[src/rtl/point_pkg.sv]
// Shared constants and FSM encoding for the clean-point serializer.
package point_pkg;
    localparam int POINT_W      = 128;
    localparam int WORD_W       = 32;
    localparam int BEATS        = POINT_W / WORD_W;
    localparam int SUPPRESS_MSB = 127;
    localparam int SUPPRESS_LSB = 112;

    typedef enum logic {
        IDLE = 1'b0,
        SEND = 1'b1
    } state_t;
endpackage

[src/rtl/point_fifo.sv]
// Point FIFO with combinational head read so the serializer can load the head on the pop edge.
module point_fifo #(
    parameter int DEPTH = 4,
    parameter int WIDTH = 128,
    localparam int AW   = $clog2(DEPTH)
) (
    input  logic             clk,
    input  logic             reset,
    input  logic             push,
    input  logic             pop,
    input  logic [WIDTH-1:0] din,
    output logic [WIDTH-1:0] dout,
    output logic             full,
    output logic             empty,
    output logic [AW:0]      level
);
    logic [WIDTH-1:0] mem [DEPTH];
    logic [AW-1:0]    wr_ptr;
    logic [AW-1:0]    rd_ptr;

    // Storage is not reset; clearing the pointers is enough to discard contents.
    always_ff @(posedge clk) begin
        if (push) begin
            mem[wr_ptr] <= din;
        end
    end

    assign dout  = mem[rd_ptr];
    assign full  = (level == (AW + 1)'(DEPTH));
    assign empty = (level == '0);

    always_ff @(posedge clk or posedge reset) begin
        if (reset) begin
            wr_ptr <= '0;
            rd_ptr <= '0;
            level  <= '0;
        end else begin
            if (push) begin
                wr_ptr <= wr_ptr + 1'b1;
            end
            if (pop) begin
                rd_ptr <= rd_ptr + 1'b1;
            end
            case ({push, pop})
                2'b10:   level <= level + 1'b1;
                2'b01:   level <= level - 1'b1;
                default: level <= level;
            endcase
        end
    end
endmodule

[src/rtl/clean_point_serializer.sv]
// Buffers cleaned radar points and streams each one as four words, least-significant first.
module clean_point_serializer
    import point_pkg::*;
#(
    parameter int DEPTH  = 4,
    parameter int WORD_W = 32
) (
    input  logic               clk,
    input  logic               reset,
    input  logic               valid_in,
    input  logic [POINT_W-1:0] clean_point,
    input  logic               drop_suppressed,
    input  logic               clear_stats,
    input  logic               out_ready,
    output logic               out_valid,
    output logic [WORD_W-1:0]  out_data,
    output logic               out_last,
    output logic               overflow,
    output logic [15:0]        drop_count,
    output logic [2:0]         fifo_level
);
    localparam int LVL_W = $clog2(DEPTH) + 1;

    state_t             state;
    logic [POINT_W-1:0] shift;
    logic [1:0]         beat;
    logic [POINT_W-1:0] head;
    logic [LVL_W-1:0]   level;
    logic               full;
    logic               empty;
    logic               suppressed;
    logic               discard;
    logic               last_hs;
    logic               pop;
    logic               push;

    assign suppressed = (clean_point[SUPPRESS_MSB:SUPPRESS_LSB] == '0);
    assign discard    = valid_in && drop_suppressed && suppressed;
    assign last_hs    = (state == SEND) && out_ready && (beat == 2'(BEATS - 1));
    assign pop        = !empty && ((state == IDLE) || last_hs);
    // A full FIFO still takes a point when the head leaves on the same edge.
    assign push       = valid_in && !discard && (!full || pop);

    point_fifo #(
        .DEPTH (DEPTH),
        .WIDTH (POINT_W)
    ) u_fifo (
        .clk   (clk),
        .reset (reset),
        .push  (push),
        .pop   (pop),
        .din   (clean_point),
        .dout  (head),
        .full  (full),
        .empty (empty),
        .level (level)
    );

    assign fifo_level = 3'(level);
    assign out_data   = shift[WORD_W*beat +: WORD_W];
    assign out_last   = (state == SEND) && (beat == 2'(BEATS - 1));

    always_ff @(posedge clk or posedge reset) begin
        if (reset) begin
            state     <= IDLE;
            shift     <= '0;
            beat      <= '0;
            out_valid <= 1'b0;
        end else begin
            case (state)
                IDLE: begin
                    if (pop) begin
                        shift     <= head;
                        beat      <= '0;
                        state     <= SEND;
                        out_valid <= 1'b1;
                    end
                end
                SEND: begin
                    if (out_ready) begin
                        if (beat != 2'(BEATS - 1)) begin
                            beat <= beat + 2'd1;
                        end else if (pop) begin
                            shift <= head;
                            beat  <= '0;
                        end else begin
                            state     <= IDLE;
                            out_valid <= 1'b0;
                        end
                    end
                end
                default: begin
                    state     <= IDLE;
                    out_valid <= 1'b0;
                end
            endcase
        end
    end

    // Clearing wins over any same-edge increment or overflow set.
    always_ff @(posedge clk or posedge reset) begin
        if (reset) begin
            overflow   <= 1'b0;
            drop_count <= '0;
        end else if (clear_stats) begin
            overflow   <= 1'b0;
            drop_count <= '0;
        end else begin
            if (valid_in && !discard && full && !pop) begin
                overflow <= 1'b1;
            end
            if (discard && (drop_count != 16'hFFFF)) begin
                drop_count <= drop_count + 16'd1;
            end
        end
    end
endmodule

[config.mk]
export PLATFORM = sky130hd
export DESIGN_NAME = clean_point_serializer
export DESIGN_NICKNAME = d
export VERILOG_FILES = /design/src/rtl/point_pkg.sv /design/src/rtl/point_fifo.sv /design/src/rtl/clean_point_serializer.sv
export SDC_FILE = /design/constraint.sdc
export NUM_CORES = 1
export LEC_CHECK = 0
export CAP_MARGIN = 5
export CORE_MARGIN = 1
export CORE_UTILIZATION = 55
export CTS_BUF_LIST = sky130_fd_sc_hd__clkbuf_2 sky130_fd_sc_hd__clkbuf_4 sky130_fd_sc_hd__clkbuf_8
export DETAILED_ROUTE_END_ITERATION = 8
export GPL_TIMING_DRIVEN = 0
export PLACE_DENSITY = 0.82
export REMOVE_ABC_BUFFERS = 1
export SETUP_SLACK_MARGIN = 0.5
export SLEW_MARGIN = 10
export SYNTH_ARGS = -nofsm -noshare
export SYNTH_HDL_FRONTEND = slang
export SYNTH_SLANG_ARGS = --single-unit
[constraint.sdc]
create_clock -name clk -period 6.77 [get_ports clk]
set_clock_uncertainty 0.05 [all_clocks]
set_input_delay 0.677 -clock clk [delete_from_list [all_inputs] [get_ports clk]]
set_output_delay 0.677 -clock clk [all_outputs]
set_load 0.01 [all_outputs]
# After elaboration in Yosys (flattened, before gate mapping)
# Memory sizes are Yosys's and may differ from the RTL's.
# Index checks and enable logic that the tools add are counted.
[totals] register_bits=156 ramBits=512 input_bits=134 output_inout_bits=54 elab_cells=76 mem_count=1
[op_classes] add_sub_neg=6 n_eq_ne=10 shift=1 muxes=24 bitwise_logic=1 n_reduce_logical=24
[memory_table] memory="u_fifo.mem" words=4 width=128 rd=1 rd_ports_with_merged_regs=0 wr=1 line="point_fifo.sv:17" text="logic [WIDTH-1:0] mem [DEPTH];"
[ops] op="$mux 128" n=3
[ops] op="$pmux 128 s2" n=1
[ops] op="$shiftx 128x8->32" n=1
[ops] op="$mux 16" n=2
[ops] op="$add 16x1->16 const B" n=1
[ops] op="$logic_not 16->1" n=1
[ops] op="$ne 16x16->1 const B" n=1
[ops] op="$logic_and 1x1->1" n=11
[ops] op="$mux 1" n=11
[ops] op="$ne 2x2->1 const B" n=5
[ops] op="$add 2x1->2 const B" n=3
[ops] op="$mux 2" n=3
[ops] op="$pmux 3 s2" n=1
[ops] op="$reduce_bool 2->1" n=3
[ops] op="$eq 2x2->1 const B" n=2
[ops] op="$logic_not 1->1" n=4
[ops] op="$pmux 1 s2" n=2
[ops] op="$pmux 2 s2" n=1
[ops] op="$reduce_and 4->1" n=1
[ops] op="$add 3x1->3 const B" n=1
[ops] op="$eq 3x3->1 const B" n=1
[ops] op="$logic_not 3->1" n=1
[ops] op="$sub 3x1->3 const B" n=1
[ops] op="$eq 2x1->1 const B" n=1
[ops] op="3 further kinds" n=4

# Depth between registers and ports, before layout
[logic_depth] ltp_word=8 ltp_mapped=9 depth_no_buf=8

# Cells and area by module
# From an unflattened synthesis, not the netlist that was laid out.
[hier_totals] cells_unflattened=1160 area_unflattened_um2=25574.5
[modules_own_cells] mod="point_fifo" n_inst=1 cells_per_inst=706 area_each_um2=18870.6 seq_area_each_um2=15549.9
[modules_own_cells] mod="clean_point_serializer" n_inst=1 cells_per_inst=454 area_each_um2=6703.9 seq_area_each_um2=3728.6

# Worst setup path before layout
# Ideal clock, no wire load.
[synth_path] kind="input -> register" from="input clean_point[112]" to="memory u_fifo.mem[0][0], enable pin" arrival_ns=4.422 t_required_ns=6.218 setup_slack_ns=1.796 cell_stages=5 path_buffers=0 path_cell_list="nand4bb_1 or4_4 o21a_1 nor2b_1 and2_1"
[synth_via] elab_chain_cells=7
[synth_lines] element="start: declaration" line="clean_point_serializer.sv:11" text="input logic [POINT_W-1:0] clean_point,"
[synth_lines] element="$logic_not 16->1" line="clean_point_serializer.sv:37" text="assign suppressed = (clean_point[SUPPRESS_MSB:SUPPRESS_LSB] == '0);"
[synth_lines] element="$logic_and 1x1->1" line="clean_point_serializer.sv:38" text="assign discard = valid_in && drop_suppressed && suppressed;"
[synth_lines] element="$logic_not 1->1" line="clean_point_serializer.sv:42" text="assign push = valid_in && !discard && (!full || pop);"
[synth_lines] element="$logic_and 1x1->1 (2 in series)" line="clean_point_serializer.sv:42"
[synth_lines] element="$mux 1" line="point_fifo.sv:23" text="if (push) begin"
[synth_lines] element="$mux 1 (not written as such)" line="point_fifo.sv:24" text="mem[wr_ptr] <= din;"
[synth_lines] element="end: declaration" line="point_fifo.sv:17"
# Every way passes these cells.

# Final worst setup path
[layout_path] from="register beat[1]" to="memory u_fifo.mem[3][13], enable pin"
[layout_via] elab_chain_cells=8
[layout_lines] element="start: declaration" line="clean_point_serializer.sv:26" text="logic [1:0] beat;"
[layout_lines] element="start signal: assignment" line="clean_point_serializer.sv:82" text="beat <= beat + 2'd1;"
[layout_lines] element="$eq 2x2->1" line="clean_point_serializer.sv:39" text="assign last_hs = (state == SEND) && out_ready && (beat == 2'(BEATS - 1));"
[layout_lines] element="$logic_and 1x1->1" line="clean_point_serializer.sv:39"
[layout_lines] element="$logic_or 1x1->1" line="clean_point_serializer.sv:40" text="assign pop = !empty && ((state == IDLE) || last_hs);"
[layout_lines] element="$logic_and 1x1->1" line="clean_point_serializer.sv:40"
[layout_lines] element="$logic_or 1x1->1" line="clean_point_serializer.sv:42"
[layout_lines] element="$logic_and 1x1->1" line="clean_point_serializer.sv:42"
[layout_lines] element="$mux 1" line="point_fifo.sv:23"
[layout_lines] element="$mux 1 (not written as such)" line="point_fifo.sv:24"
# Every way passes these cells.

==> run metrics <==
status=completed; Synth Instances=1417; Pre-Repair DR Iteration Count=5; post-synthesis adder-cell area fraction=0.373%; Max-Cap Viols=0; GRT busiest layer=met2; overflow left after global routing=0; Vias=13382; Power Density=431 mW/mm²; nets=1801; critical-path maximum fanout=48; NetSw=3.75 mW; critical path startpoint category=register; DP Cell Count=2154; Core Footprint=0.0456 mm²; routed len/inst=21.7 µm; critical path data required time=7.06 ns; TritonCTS Buffers=104; initial antenna violation count=7; initial cell density of the core=55.9%; Setup crit end kind=register; DP HPWL=28.6 mm; Synth Area in Compound Gates=0.972%; routability congestion estimate=0.770; fraction of layout cells with a size suffix above 1=22.2%; CP dominant cell by count=buf_16; area of the multi-input gates=0.00592 mm²; row count=78; Comb power frac=26.5%; sequential fraction of the synthesis area=75.7%; CP arrival=4.10 ns; number of global-route vias before repair=14415; dominant combinational cell family by area after synthesis=multiplexers; Synth warnings=0; Int Pwr=9.51 mW; register area=0.0193 mm²; RSZ-0062 raised after global routing=false; Final min period=3.81 ns; H-tree levels=3; clock root buffer=clkbuf_8; simple-gate portion of the synthesized area=7.22%; CTS tree=built; drt first-iter violations=1017; GR Layer Usage met2=38.3%; first-pass GRT wire length=79.3 mm; Crit-path slowest cell=dfrtp_4; Post-CTS Setup Repair Bufs=0; met3 usage=5.52%; Yosys reg bits=668; DRC viols=0; fmax=262 MHz; Clock Latency Late Sink=0.68 ns; Hold Slack=0.404 ns; drt total wl=51.1 mm; share of power burned in registers=45.5%; post-DR vias/cell=5.68; clock sinks=668; Area Growth Syn to Fin=20.7%; mapped cell area=0.0255 mm²; post-synthesis mux area share=14.4%; CP max stage delay=0.95 ns; critical path class=register to register; Crit path max-delay family=simple AND/OR/NAND/NOR gates; Worst Path Buf+Inv=2; number of port buffers=187; Pins Over Slew Limit=0; die area=0.0472 mm²; GRT Overall Usage=22.4%; DRT antenna net count=0; clock group share of total power=28.0%; GRT met1 Usage=28.0%; Min-Delay Path Class=input pin to asynchronous set/reset pin; switching part of the total=28.3%; # fillers=2876; Max VDD drop=276 µV; final cell count without fillers=2355; PostCTS Resize Cnt=0; CTS Buffer Depth=3; CP Cell Sequence=ha_1, a21bo_2, nor2_1, nor2b_1, and2_4, buf_16, buf_16; final hold vios=0; period utilization=56.3%; Top-Level Pins=188; Distinct cells, synth=38; Die W=217 µm; Setup Viol. Count Final=0; Chip Height=217 µm; Clk pin slew, worst setup/hold paths=0.06 ns; Hold-fix buffers, CTS=0; Rel. slew slack=44.4%; Post-Syn Area per Cell=18.0 µm²; Lkg Pwr=11.2 nW; xor and xnor area share after synthesis=0.206%; worst slew pin tran=0.835 ns; largest net degree at the start of global routing=93
logic make-up (layout without fill, tap and decap cells):
group | count (synthesis) | after routing
flip-flops | 668 | 668
AND/OR/NAND/NOR | 452 | 452
multiplexers | 166 | 166
buffers and inverters | 78 | 410
AO/OA/AOI/OAI | 40 | 40
adder cells (fa/ha/maj) | 7 | 7
XOR/XNOR | 6 | 6
other | 0 | 6
routing by layer:
metal  part of all wire [%]  wire [µm]  vias to the layer above
li1                       -          -                     5912
met3                    5.8       2980                      104
met4                    2.2       1100                        6
met5                  0.070         36                        -
met2                     52      26600                      395
met1                     40      20400                     6965
area by class of cell:
cell class / count / share of cell area (%)
Tap cell: 600 / 2.44
Sequential cell: 668 / 62.7
Clock buffer: 161 / 6.47
Clock inverter: 34 / 1.22
Multi-Input combinational cell: 671 / 19.2
Inverter: 9 / 0.134
Antenna cell: 6 / 0.0488
Timing Repair Buffer: 206 / 7.71
cells in the final DEF (no fill, tap or decap), types with 4 or more instances in the layout:
master,netlist,routed
or3_1,10,10
diode_2,0,6
nor2_1,9,9
clkbuf_8,0,125
inv_1,9,8
o31ai_1,5,5
dfrtp_4,0,4
clkinv_1,0,4
and2_4,0,5
nand2_1,393,392
o21ai_0,11,11
mux2i_1,4,4
clkdlybuf4s50_1,0,187
a21oi_1,16,16
nand3_1,10,10
clkinv_2,0,18
or4_1,7,7
bufinv_16,0,8
clkbuf_4,0,36
edfxtp_1,512,512
dfrtp_1,156,152
mux4_2,160,160
xnor2_1,4,4
buf_16,0,16
ha_1,6,6
worst reg2reg max path: stages (launching register included):
cell,delay [ns]
dfrtp_4,0.95
ha_1,0.34
a21bo_2,0.23
nor2_1,0.09
nor2b_1,0.38
and2_4,0.74
buf_16,0.38
buf_16,0.29
registers in the layout, summed over array words and instances, names as in the netlist:
name / flops
u_fifo.mem: 512
shift: 128
drop_count: 16
u_fifo.level: 3
beat: 2
u_fifo.rd_ptr: 2
u_fifo.wr_ptr: 2
out_valid: 1
overflow: 1
state: 1
Yosys cell counts, drive strengths merged:
| master | n | share of area (%) |
|---|---|---|
| a21bo | 1 | 0.039 |
| or4 | 9 | 0.29 |
| o22ai | 1 | 0.025 |
| a21oi | 16 | 0.31 |
| xor2 | 2 | 0.069 |
| nand2 | 393 | 5.8 |
| nand2b | 1 | 0.025 |
| o2111ai | 1 | 0.034 |
| o211ai | 1 | 0.029 |
| inv | 9 | 0.13 |
| o21ai | 11 | 0.22 |
| edfxtp | 512 | 60 |
| o21a | 1 | 0.029 |
| nand4 | 3 | 0.074 |
| or3 | 10 | 0.25 |
| or2 | 1 | 0.025 |
| a211o | 1 | 0.069 |
| mux2 | 2 | 0.088 |
| a22o | 2 | 0.069 |
| and4 | 3 | 0.10 |
| buf | 18 | 0.29 |
| fa | 1 | 0.079 |
| and2 | 6 | 0.15 |
| nand4bb | 1 | 0.044 |
| mux4 | 160 | 14 |
| clkbuf | 51 | 0.75 |
| and3 | 3 | 0.074 |
| xnor2 | 4 | 0.14 |
| nor2b | 2 | 0.049 |
| mux2i | 4 | 0.16 |
| dfrtp | 156 | 15 |
| nor3 | 1 | 0.020 |
| o31ai | 5 | 0.15 |
| nand3 | 10 | 0.20 |
| nor2 | 9 | 0.13 |
| ha | 6 | 0.29 |
per-stage QoR:
step / setup slack [ns] / instance area, µm² / TNS, ns / utilization [%] / power [mW]
2_1_floorplan: 0.821 / 25200 / 0 / - / 8.52
3_3_place_gp: -2.92 / 27800 / -1870.73 / 61.1 / 10.0
3_5_place_dp: 2.54 / 28400 / 0 / 62.3 / 9.68
4_1_cts: 2.87 / 30700 / 0 / 67.5 / 13.4
5_1_grt: 2.73 / 30800 / 0 / 67.5 / 13.9
6_report: 2.96 / 30800 / 0 / 67.5 / 13.3
power by group through the flow:
stage	Sequential, mW	Clock (mW)	Combinational, mW
finish	6.03	3.71	3.52
CTS	6.05	3.79	3.59
global placement	6.57	0	3.46
global route	6.13	3.97	3.80
floorplan	6.21	0	2.32
detailed placement	6.12	0	3.56
worst paths after layout:
kind	start	depth (start not counted)	to	slack [ns]
worst max-delay path	beat[1]	7	u_fifo.mem[3][13]	2.96
worst min-delay path	reset	2	shift[36]	0.40
worst max register to register	beat[1]	7	u_fifo.mem[3][13]	2.96
worst min register to register	shift[29]	2	shift[29]	0.42
max in group asynchronous	reset	3	shift[56]	5.33
min in group clk	shift[29]	2	shift[29]	0.42
No activity file was read; power rests on OpenSTA's default activity.
